### config.mk
export PLATFORM = sky130hd
export DESIGN_NAME = uart_transmitter
export DESIGN_NICKNAME = d
export VERILOG_FILES = /design/src/rtl/uart_pkg.sv /design/src/rtl/uart_transmitter.sv
export SDC_FILE = /design/constraint.sdc
export NUM_CORES = 1
export LEC_CHECK = 0
export ABC_CLOCK_PERIOD_IN_PS = 3300
export BUFFER_PORTS_ARGS = -buffer_cell sky130_fd_sc_hd__buf_2
export CORE_MARGIN = 2
export CORE_UTILIZATION = 45
export CTS_CLUSTER_DIAMETER = 120
export DETAILED_ROUTE_END_ITERATION = 16
export PLACE_DENSITY = 0.71
export SLEW_MARGIN = 10
export SYNTH_ARGS = -nofsm -noshare
export SYNTH_HDL_FRONTEND = slang
export SYNTH_SLANG_ARGS = --single-unit
### constraint.sdc
create_clock -name clk -period 3.3 [get_ports clk]
set_input_delay 0.66 -clock clk [delete_from_list [all_inputs] [get_ports clk]]
set_output_delay 0.66 -clock clk [all_outputs]
set_load 0.05 [all_outputs]
### src/rtl/uart_pkg.sv
// ---------------------------------------------------------------------------
// uart_pkg
// Shared types and helpers for the UART transmit/receive pair.
//   tx_state_t   : transmitter FSM state encoding (3 bits)
//   PARITY_EVEN  : parity sense selector, even parity
//   PARITY_ODD   : parity sense selector, odd parity
//   calc_parity  : parity of up to MAX_DATA_BITS data bits
// State labels carry a TX_ prefix so they cannot collide with the PARITY
// parameter of the modules that import this package.
// ---------------------------------------------------------------------------
package uart_pkg;

    typedef enum logic [2:0] {
        TX_IDLE   = 3'd0,
        TX_SYNC   = 3'd1,
        TX_START  = 3'd2,
        TX_DATA   = 3'd3,
        TX_PARITY = 3'd4,
        TX_STOP   = 3'd5
    } tx_state_t;

    localparam logic PARITY_EVEN = 1'b0;
    localparam logic PARITY_ODD  = 1'b1;

    localparam int MAX_DATA_BITS = 9;

    // Narrower words are zero-extended by the caller; zeros do not change
    // the XOR, so one function serves every DATA_BITS setting.
    function automatic logic calc_parity(input logic [MAX_DATA_BITS-1:0] data,
                                         input logic                     odd);
        return (^data) ^ odd;
    endfunction

endpackage

### src/rtl/uart_transmitter.sv
// ---------------------------------------------------------------------------
// uart_transmitter
// Serialises one parallel word per accepted request into a UART frame:
// start bit, DATA_BITS data bits LSB first, optional parity bit, SB_TICKS
// stop bits. Bit timing comes from the external one-cycle baud enable.
//
// Ports
//   clk       in   system clock, rising edge
//   reset     in   asynchronous, active-high reset
//   tx_tick   in   baud enable, one pulse per bit boundary
//   tx_start  in   send request, only looked at while idle
//   tx_din    in   word to send, captured on acceptance
//   tx        out  serial line, idles high, registered
//   tx_busy   out  high whenever the FSM is not idle
//   tx_done   out  one-cycle pulse when the last stop bit period ends
// ---------------------------------------------------------------------------
module uart_transmitter
    import uart_pkg::*;
#(
    parameter int DATA_BITS = 8,
    parameter int SB_TICKS  = 1,
    parameter int IS_PARITY = 0,
    parameter int PARITY    = 0
) (
    input  logic                 clk,
    input  logic                 reset,
    input  logic                 tx_tick,
    input  logic                 tx_start,
    input  logic [DATA_BITS-1:0] tx_din,
    output logic                 tx,
    output logic                 tx_busy,
    output logic                 tx_done
);

    localparam int                CNT_W     = $clog2(DATA_BITS + 1);
    localparam logic [CNT_W-1:0]  LAST_BIT  = CNT_W'(DATA_BITS);
    localparam logic [1:0]        LAST_STOP = 2'(SB_TICKS - 1);
    localparam logic              ODD_SENSE = (PARITY != 0) ? PARITY_ODD : PARITY_EVEN;
    localparam logic              HAS_PAR   = (IS_PARITY != 0);

    tx_state_t              state_q,    state_d;
    logic [DATA_BITS-1:0]   shift_q,    shift_d;
    logic [CNT_W-1:0]       bit_cnt_q,  bit_cnt_d;
    logic [1:0]             stop_cnt_q, stop_cnt_d;
    logic                   parity_q,   parity_d;
    logic                   tx_q,       tx_d;
    logic                   done_q,     done_d;

    // ------------------------------------------------------------------
    // State register
    // ------------------------------------------------------------------
    always_ff @(posedge clk or posedge reset) begin
        if (reset) begin
            state_q    <= TX_IDLE;
            shift_q    <= '0;
            bit_cnt_q  <= '0;
            stop_cnt_q <= '0;
            parity_q   <= 1'b0;
            tx_q       <= 1'b1;
            done_q     <= 1'b0;
        end else begin
            state_q    <= state_d;
            shift_q    <= shift_d;
            bit_cnt_q  <= bit_cnt_d;
            stop_cnt_q <= stop_cnt_d;
            parity_q   <= parity_d;
            tx_q       <= tx_d;
            done_q     <= done_d;
        end
    end

    // ------------------------------------------------------------------
    // Next-state logic. Every line change is scheduled for an edge where
    // tx_tick is high, so each bit occupies exactly one tick interval.
    // ------------------------------------------------------------------
    always_comb begin
        state_d    = state_q;
        shift_d    = shift_q;
        bit_cnt_d  = bit_cnt_q;
        stop_cnt_d = stop_cnt_q;
        parity_d   = parity_q;
        tx_d       = tx_q;
        done_d     = 1'b0;

        unique case (state_q)
            TX_IDLE: begin
                tx_d = 1'b1;
                // A tick coinciding with acceptance is deliberately ignored;
                // SYNC waits for the next one so the start bit is full length.
                if (tx_start) begin
                    shift_d  = tx_din;
                    parity_d = calc_parity(MAX_DATA_BITS'(tx_din), ODD_SENSE);
                    state_d  = TX_SYNC;
                end
            end
            TX_SYNC: begin
                tx_d = 1'b1;
                if (tx_tick) begin
                    tx_d    = 1'b0;
                    state_d = TX_START;
                end
            end
            TX_START: begin
                if (tx_tick) begin
                    tx_d      = shift_q[0];
                    shift_d   = shift_q >> 1;
                    bit_cnt_d = CNT_W'(1);
                    state_d   = TX_DATA;
                end
            end
            TX_DATA: begin
                if (tx_tick) begin
                    if (bit_cnt_q < LAST_BIT) begin
                        tx_d      = shift_q[0];
                        shift_d   = shift_q >> 1;
                        bit_cnt_d = bit_cnt_q + CNT_W'(1);
                    end else if (HAS_PAR) begin
                        tx_d    = parity_q;
                        state_d = TX_PARITY;
                    end else begin
                        tx_d       = 1'b1;
                        stop_cnt_d = '0;
                        state_d    = TX_STOP;
                    end
                end
            end
            TX_PARITY: begin
                if (tx_tick) begin
                    tx_d       = 1'b1;
                    stop_cnt_d = '0;
                    state_d    = TX_STOP;
                end
            end
            TX_STOP: begin
                tx_d = 1'b1;
                if (tx_tick) begin
                    if (stop_cnt_q == LAST_STOP) begin
                        state_d = TX_IDLE;
                        done_d  = 1'b1;
                    end else begin
                        stop_cnt_d = stop_cnt_q + 2'd1;
                    end
                end
            end
            default: begin
                tx_d    = 1'b1;
                state_d = TX_IDLE;
            end
        endcase
    end

    // ------------------------------------------------------------------
    // Outputs: all straight from registers, busy decoded from state.
    // ------------------------------------------------------------------
    always_comb begin
        tx      = tx_q;
        tx_busy = (state_q != TX_IDLE);
        tx_done = done_q;
    end

endmodule
==> reports/results.ini, run 1 <==
[outcome]
status=completed

[timing]
fmax_mhz=466
setup_violations=0
post-route-period-util=0.651
rsz0062_at_grt=no
hold_viol=0
worst_slew_pin_slew_ns=0.702
fin_crit_ns=2.15
final-max-slew-violation-count=0
maxSlewHeadroom=0.532
skew_ns=0.00374
setup_tns_ns=0

[job]
maxCapViolCount=0

[drt]
vias=770
totalWireLength_um=1750
vias_per_cell=5.24
ant_nets=0
drt_pre_antenna_iters=4
drc=0
dr.first_iter.drc_count=11
wl_per_cell_um=11.9

[synthesis]
synth-simple-area-share=0.179
ys_top_cells_by_count=18 x dfrtp_1, 17 x nand2_1, 13 x nor2_1
synth-async-reset-ratio=1.00
post_synth_xor_area_fraction=0
synth.area.mux_share=0.111
avgSynthCellArea_um2=9.40
synth_area_leaders=dfrtp_1 44%, mux2i_1 8.9%, nand2_1 6.3%
yosys.area.top_type=dfrtp_1
synth_top_area_frac=0.444
synth_top_family_by_area=simple AND/OR/NAND/NOR gates
synth_compound_area_frac=0.164
synth_seq_cells=19
synth_edf_count=0
seq_area_frac_synth=0.470
ys_warn_count=0
synth-adder-area-share=0.0247
ys.flop_type=dfrtp_1
syn_inst=108
synth_area_mm2=0.00101
syn_nets=122
synth_cell_types=29
synth.most_common_cell=dfrtp_1

[pwr]
combPwrFrac=0.426
intPower_w=0.000547
swShare=0.424
ir_drop_v=0.000401
switchingPower_w=0.000402
clkPwrFrac=0.123
leakage_nw=0.514
seqPwrFrac=0.451
p_per_area_mw_per_mm2=859

[clocking]
cts_hold_buffers=0
cts_tree=built
clockBufferDepth=2
post_cts_buffers=0
ctsRootBufferMaster=clkbuf_4
clk_pin_slew_worst_paths_ns=0.10
numCtsBuffers=3
numClockSinks=19
worstSkewPairLatency_ns=0.30
post_cts_resized=0
htree_levels=1

[grt]
grt_pass1_wl_um=3170
antenna_found_initial=0
gr-total-overflow=0
grt_usage=0.161
first_global_vias=751
grt_max_degree=20

[cells_and_area]
fillCellCount=226
nets=134
multi_input_area_um2=485
area_growth_pct=8.88
insertedDiodeCount=0
final-seq-area_um2=477
final_area_mm2=0.00110
drive_gt1_frac=0.168

[placed_design]
post-dp-hpwl_um=1300
portBuffers=14
postPlaceCellArea_mm2=0.00108
gp_congestion=0.799

[floorplan]
die_w_um=51.5
coreArea_mm2=0.00217
die_area_mm2=0.00265
ios=15
die_h_um=51.5
initial_core_util=0.468
rows=17

[worst_setup_path]
crit_chain=or3_1, buf_2
cp_slowest_cell=dfrtp_1
start_kind=flop
arrival_ns=1.49
critical_path.top_delay_family=flip-flops
critPathMaxStageDelay_ns=0.57
crit_fanout=17
critPathRequiredTime_ns=2.64
cp-end-kind=primary output
cp.buffers_inverters=1
worst-setup-path-type=reg -> out

[hold_path]
hold_path.class=in -> async

==> metal layers <==
| layer | wire [um] | vias to the layer above | GRT usage |
|---|---|---|---|
| met5 | 0 | - | 0 |
| met4 | 46 | 0 | 0.0965 |
| met3 | 58 | 5 | 0.0205 |
| met2 | 829 | 12 | 0.254 |
| met1 | 813 | 362 | 0.211 |
| li1 | - | 391 | - |
==> stage by stage <==
step | total power [W] | instances | worst slack, ns | util | hold slack [ns]
floorplan | 0.000778 | 108 | 1.43 | - | 0.448
global placement | 0.000823 | 143 | 1.45 | 0.497 | 0.463
detailed placement | 0.000843 | 143 | 1.42 | 0.497 | 0.474
CTS | 0.000961 | 147 | 1.14 | 0.509 | 0.490
global route | 0.00104 | 147 | 1.08 | 0.509 | 0.534
finish | 0.000949 | 147 | 1.15 | 0.509 | 0.455
==> cell usage in the layout (no fill, tap or decap), drive strengths merged, types with 2 or more instances in the layout <==
master,count
clkbuf,4
mux2,2
nand2,17
nor2,13
buf,14
dfrtp,18
o21ai,12
ha,2
a21oi,5
nor2b,2
nand3,2
inv,3
mux2i,9
nand2b,3
==> area by class of cell <==
class / count / area share
Multi-Input combinational cell: 79 / 0.439
Inverter: 3 / 0.0102
Clock buffer: 4 / 0.0238
Sequential cell: 19 / 0.431
Tap cell: 28 / 0.0317
Timing Repair Buffer: 14 / 0.0634
==> registers in the layout, summed over array words and instances, names as in the netlist <==
name and count:
state_q 3, stop_cnt_q 2, shift_q 8, bit_cnt_q 4
tx_done 1, tx 1
==> logic make-up (layout without fill, tap and decap cells) <==
| kind of cell | Yosys count | count (layout) |
|---|---|---|
| DFF | 19 | 19 |
| and+or+nand+nor | 41 | 41 |
| muxes | 11 | 11 |
| buffers and inverters | 10 | 21 |
| AOI/OAI and AO/OA | 25 | 25 |
| adders and majority gates | 2 | 2 |
==> path summary, 6_finish.rpt <==
kind / from / end / slack, ns / cells after the start
setup / recovery: state_q[0] / tx_busy / 1.15 / 2
hold / removal: reset / bit_cnt_q[0] / 0.45 / 2
setup reg to reg: state_q[2] / stop_cnt_q[0] / 1.50 / 4
hold reg to reg: shift_q[2] / shift_q[2] / 0.49 / 2
max in group asynchronous: reset / shift_q[7] / 2.40 / 2
min in group clk: shift_q[2] / shift_q[2] / 0.49 / 2
==> power by group through the flow <==
stage          Combinational [W]  Clock [W]  Sequential [W]
6_report                0.000404   0.000117        0.000428
5_1_grt                 0.000463   0.000131        0.000445
4_1_cts                 0.000411   0.000122        0.000427
3_5_place_dp            0.000410          0        0.000433
3_3_place_gp            0.000397          0        0.000426
2_1_floorplan           0.000377          0        0.000401
Power figures use the tool's default switching activity.
==> inputs of run 2 (changes only) <==
- ABC_CLOCK_PERIOD_IN_PS: 3300 -> 2200
- clock period: 3.3 -> 2.2 ns (I/O delays scaled with it)
==> reports/results.ini, run 2 (synthesis gave the netlist of run 1 again) <==
[outcome]
status=completed

[clocking]
cts_tree=built
ctsRootBufferMaster=clkbuf_4
worstSkewPairLatency_ns=0.29  ; about the same
clk_pin_slew_worst_paths_ns=0.11  ; about the same
numClockSinks=19  ; unchanged
numCtsBuffers=3  ; unchanged
clockBufferDepth=2  ; unchanged
post_cts_buffers=0  ; unchanged
htree_levels=1  ; unchanged
cts_hold_buffers=0  ; unchanged
post_cts_resized=0  ; unchanged

[timing]
final-max-slew-violation-count=0  ; unchanged
fmax_mhz=531
setup_violations=0  ; unchanged
post-route-period-util=0.856
fin_crit_ns=1.88
setup_tns_ns=0  ; unchanged
worst_slew_pin_slew_ns=0.696  ; -0.00577 ns
rsz0062_at_grt=no
maxSlewHeadroom=0.535  ; +0.00385
skew_ns=0.00880  ; +0.00507 ns
hold_viol=0  ; unchanged

[floorplan]
ios=15  ; unchanged
die_area_mm2=0.00265  ; unchanged
rows=17  ; unchanged
die_w_um=51.5  ; unchanged
coreArea_mm2=0.00217  ; unchanged
initial_core_util=0.468  ; unchanged
die_h_um=51.5  ; unchanged

[drt]
drc=0  ; unchanged
vias=762  ; -1.0%
ant_nets=0  ; unchanged
dr.first_iter.drc_count=13  ; +2
vias_per_cell=5.11  ; -2.4%
totalWireLength_um=1700  ; -3.0%
drt_pre_antenna_iters=4  ; unchanged
wl_per_cell_um=11.4  ; -4.3%

[placed_design]
portBuffers=14  ; unchanged
gp_congestion=0.858  ; +7.4%
postPlaceCellArea_mm2=0.00109  ; +1.4%
post-dp-hpwl_um=1260  ; -3.1%

[grt]
antenna_found_initial=0  ; unchanged
grt_pass1_wl_um=3180  ; +0.19%
gr-total-overflow=0  ; unchanged
first_global_vias=751  ; unchanged
grt_max_degree=20  ; unchanged
grt_usage=0.158  ; -0.00372

[worst_setup_path]
arrival_ns=1.44  ; -0.05 ns
crit_fanout=13  ; -4
start_kind=flop
worst-setup-path-type=reg -> out
critPathRequiredTime_ns=1.76  ; -0.88 ns
ff2ff_path_depth=3  ; -1
cp-end-kind=primary output

[cells_and_area]
drive_gt1_frac=0.190  ; +0.0220
final_common_cell=dfrtp_1
final_area_mm2=0.00112  ; +1.5%
fillCellCount=206  ; -8.8%
nets=136  ; +1.5%
insertedDiodeCount=0  ; unchanged
largestRegisters=shift_q x8, bit_cnt_q x4, state_q x3
top_register=shift_q
layout_common_cells=18 x dfrtp_1, 17 x nand2_1, 14 x buf_2, 13 x nor2_1, 11 x o21ai_0
area_growth_pct=10.5
largest_reg_flops=8  ; unchanged

[hold_path]
hold_path.class=in -> async

[pwr]
p_per_area_mw_per_mm2=1280  ; +49%
ir_drop_v=0.000695  ; +73%
leakage_nw=0.526  ; +2.4%

[job]
maxCapViolCount=0  ; unchanged

## run 2: cell count changes in the layout (fill, tap and decap cells not counted), sizes merged
cell and change:
buf +2, clkinv +1, clkbuf -1
## run 2: worst paths after layout
kind / start / slack, ns / end
hold / removal: reset / 0.24 / bit_cnt_q[3]
setup / recovery: state_q[1] / 0.32 / tx_busy
setup reg to reg: state_q[1] / 0.48 / shift_q[5]
hold reg to reg: shift_q[0] / 0.49 / shift_q[0]
min in group clk: tx_din[7] / 0.38 / shift_q[7]
max in group asynchronous: reset / 1.52 / bit_cnt_q[2]
## run 2: final cells by class
| cell class | count | area (um^2) | share of cell area |
|---|---|---|---|
| clock buffers | 3 | 22.5 | 0.0201 |
| clock inverters | 1 | 5.00 | 0.00446 |
| inverters | 3 | 11.3 | 0.0100 |
| multi-input cells | 79 | 485 | 0.433 |
| flip-flops and latches | 19 | 477 | 0.425 |
| well taps | 28 | 35.0 | 0.0312 |
| repair buffers | 16 | 85.1 | 0.0759 |
## run 2: where the power goes
part / switching [W] / internal [W]
clock network: 0.000102 / 0.0000676
logic: 0.000361 / 0.000277
registers: 0.000138 / 0.000493
## run 2: per-layer routing
layer	vias up	wire (um)	track usage	share of wire
li1	398	-	-	-
met1	349	870	0.213	0.51
met2	13	755	0.256	0.45
met3	2	57	0.0175	0.034
met4	0	12	0.0658	0.0071
met5	-	0	0	0
## run 2: metrics by stage
| step | hold WS (ns) | total power, W | worst slack [ns] | utilization | std cells |
|---|---|---|---|---|---|
| 6_report | 0.237 | 0.00144 | 0.316 | 0.517 | 149 |
| 5_1_grt | 0.306 | 0.00158 | 0.249 | 0.517 | 149 |
| 4_1_cts | 0.261 | 0.00146 | 0.312 | 0.517 | 149 |
| 3_5_place_dp | 0.474 | 0.00128 | 0.473 | 0.504 | 145 |
| 3_3_place_gp | 0.462 | 0.00126 | 0.558 | 0.504 | 145 |
| 2_1_floorplan | 0.390 | 0.00117 | 0.554 | - | 108 |
## run 2: critical path, cell delays in order, from the launching register on
cell	delay (ns)
dfrtp_1	0.55
or3_1	0.38
buf_2	0.22
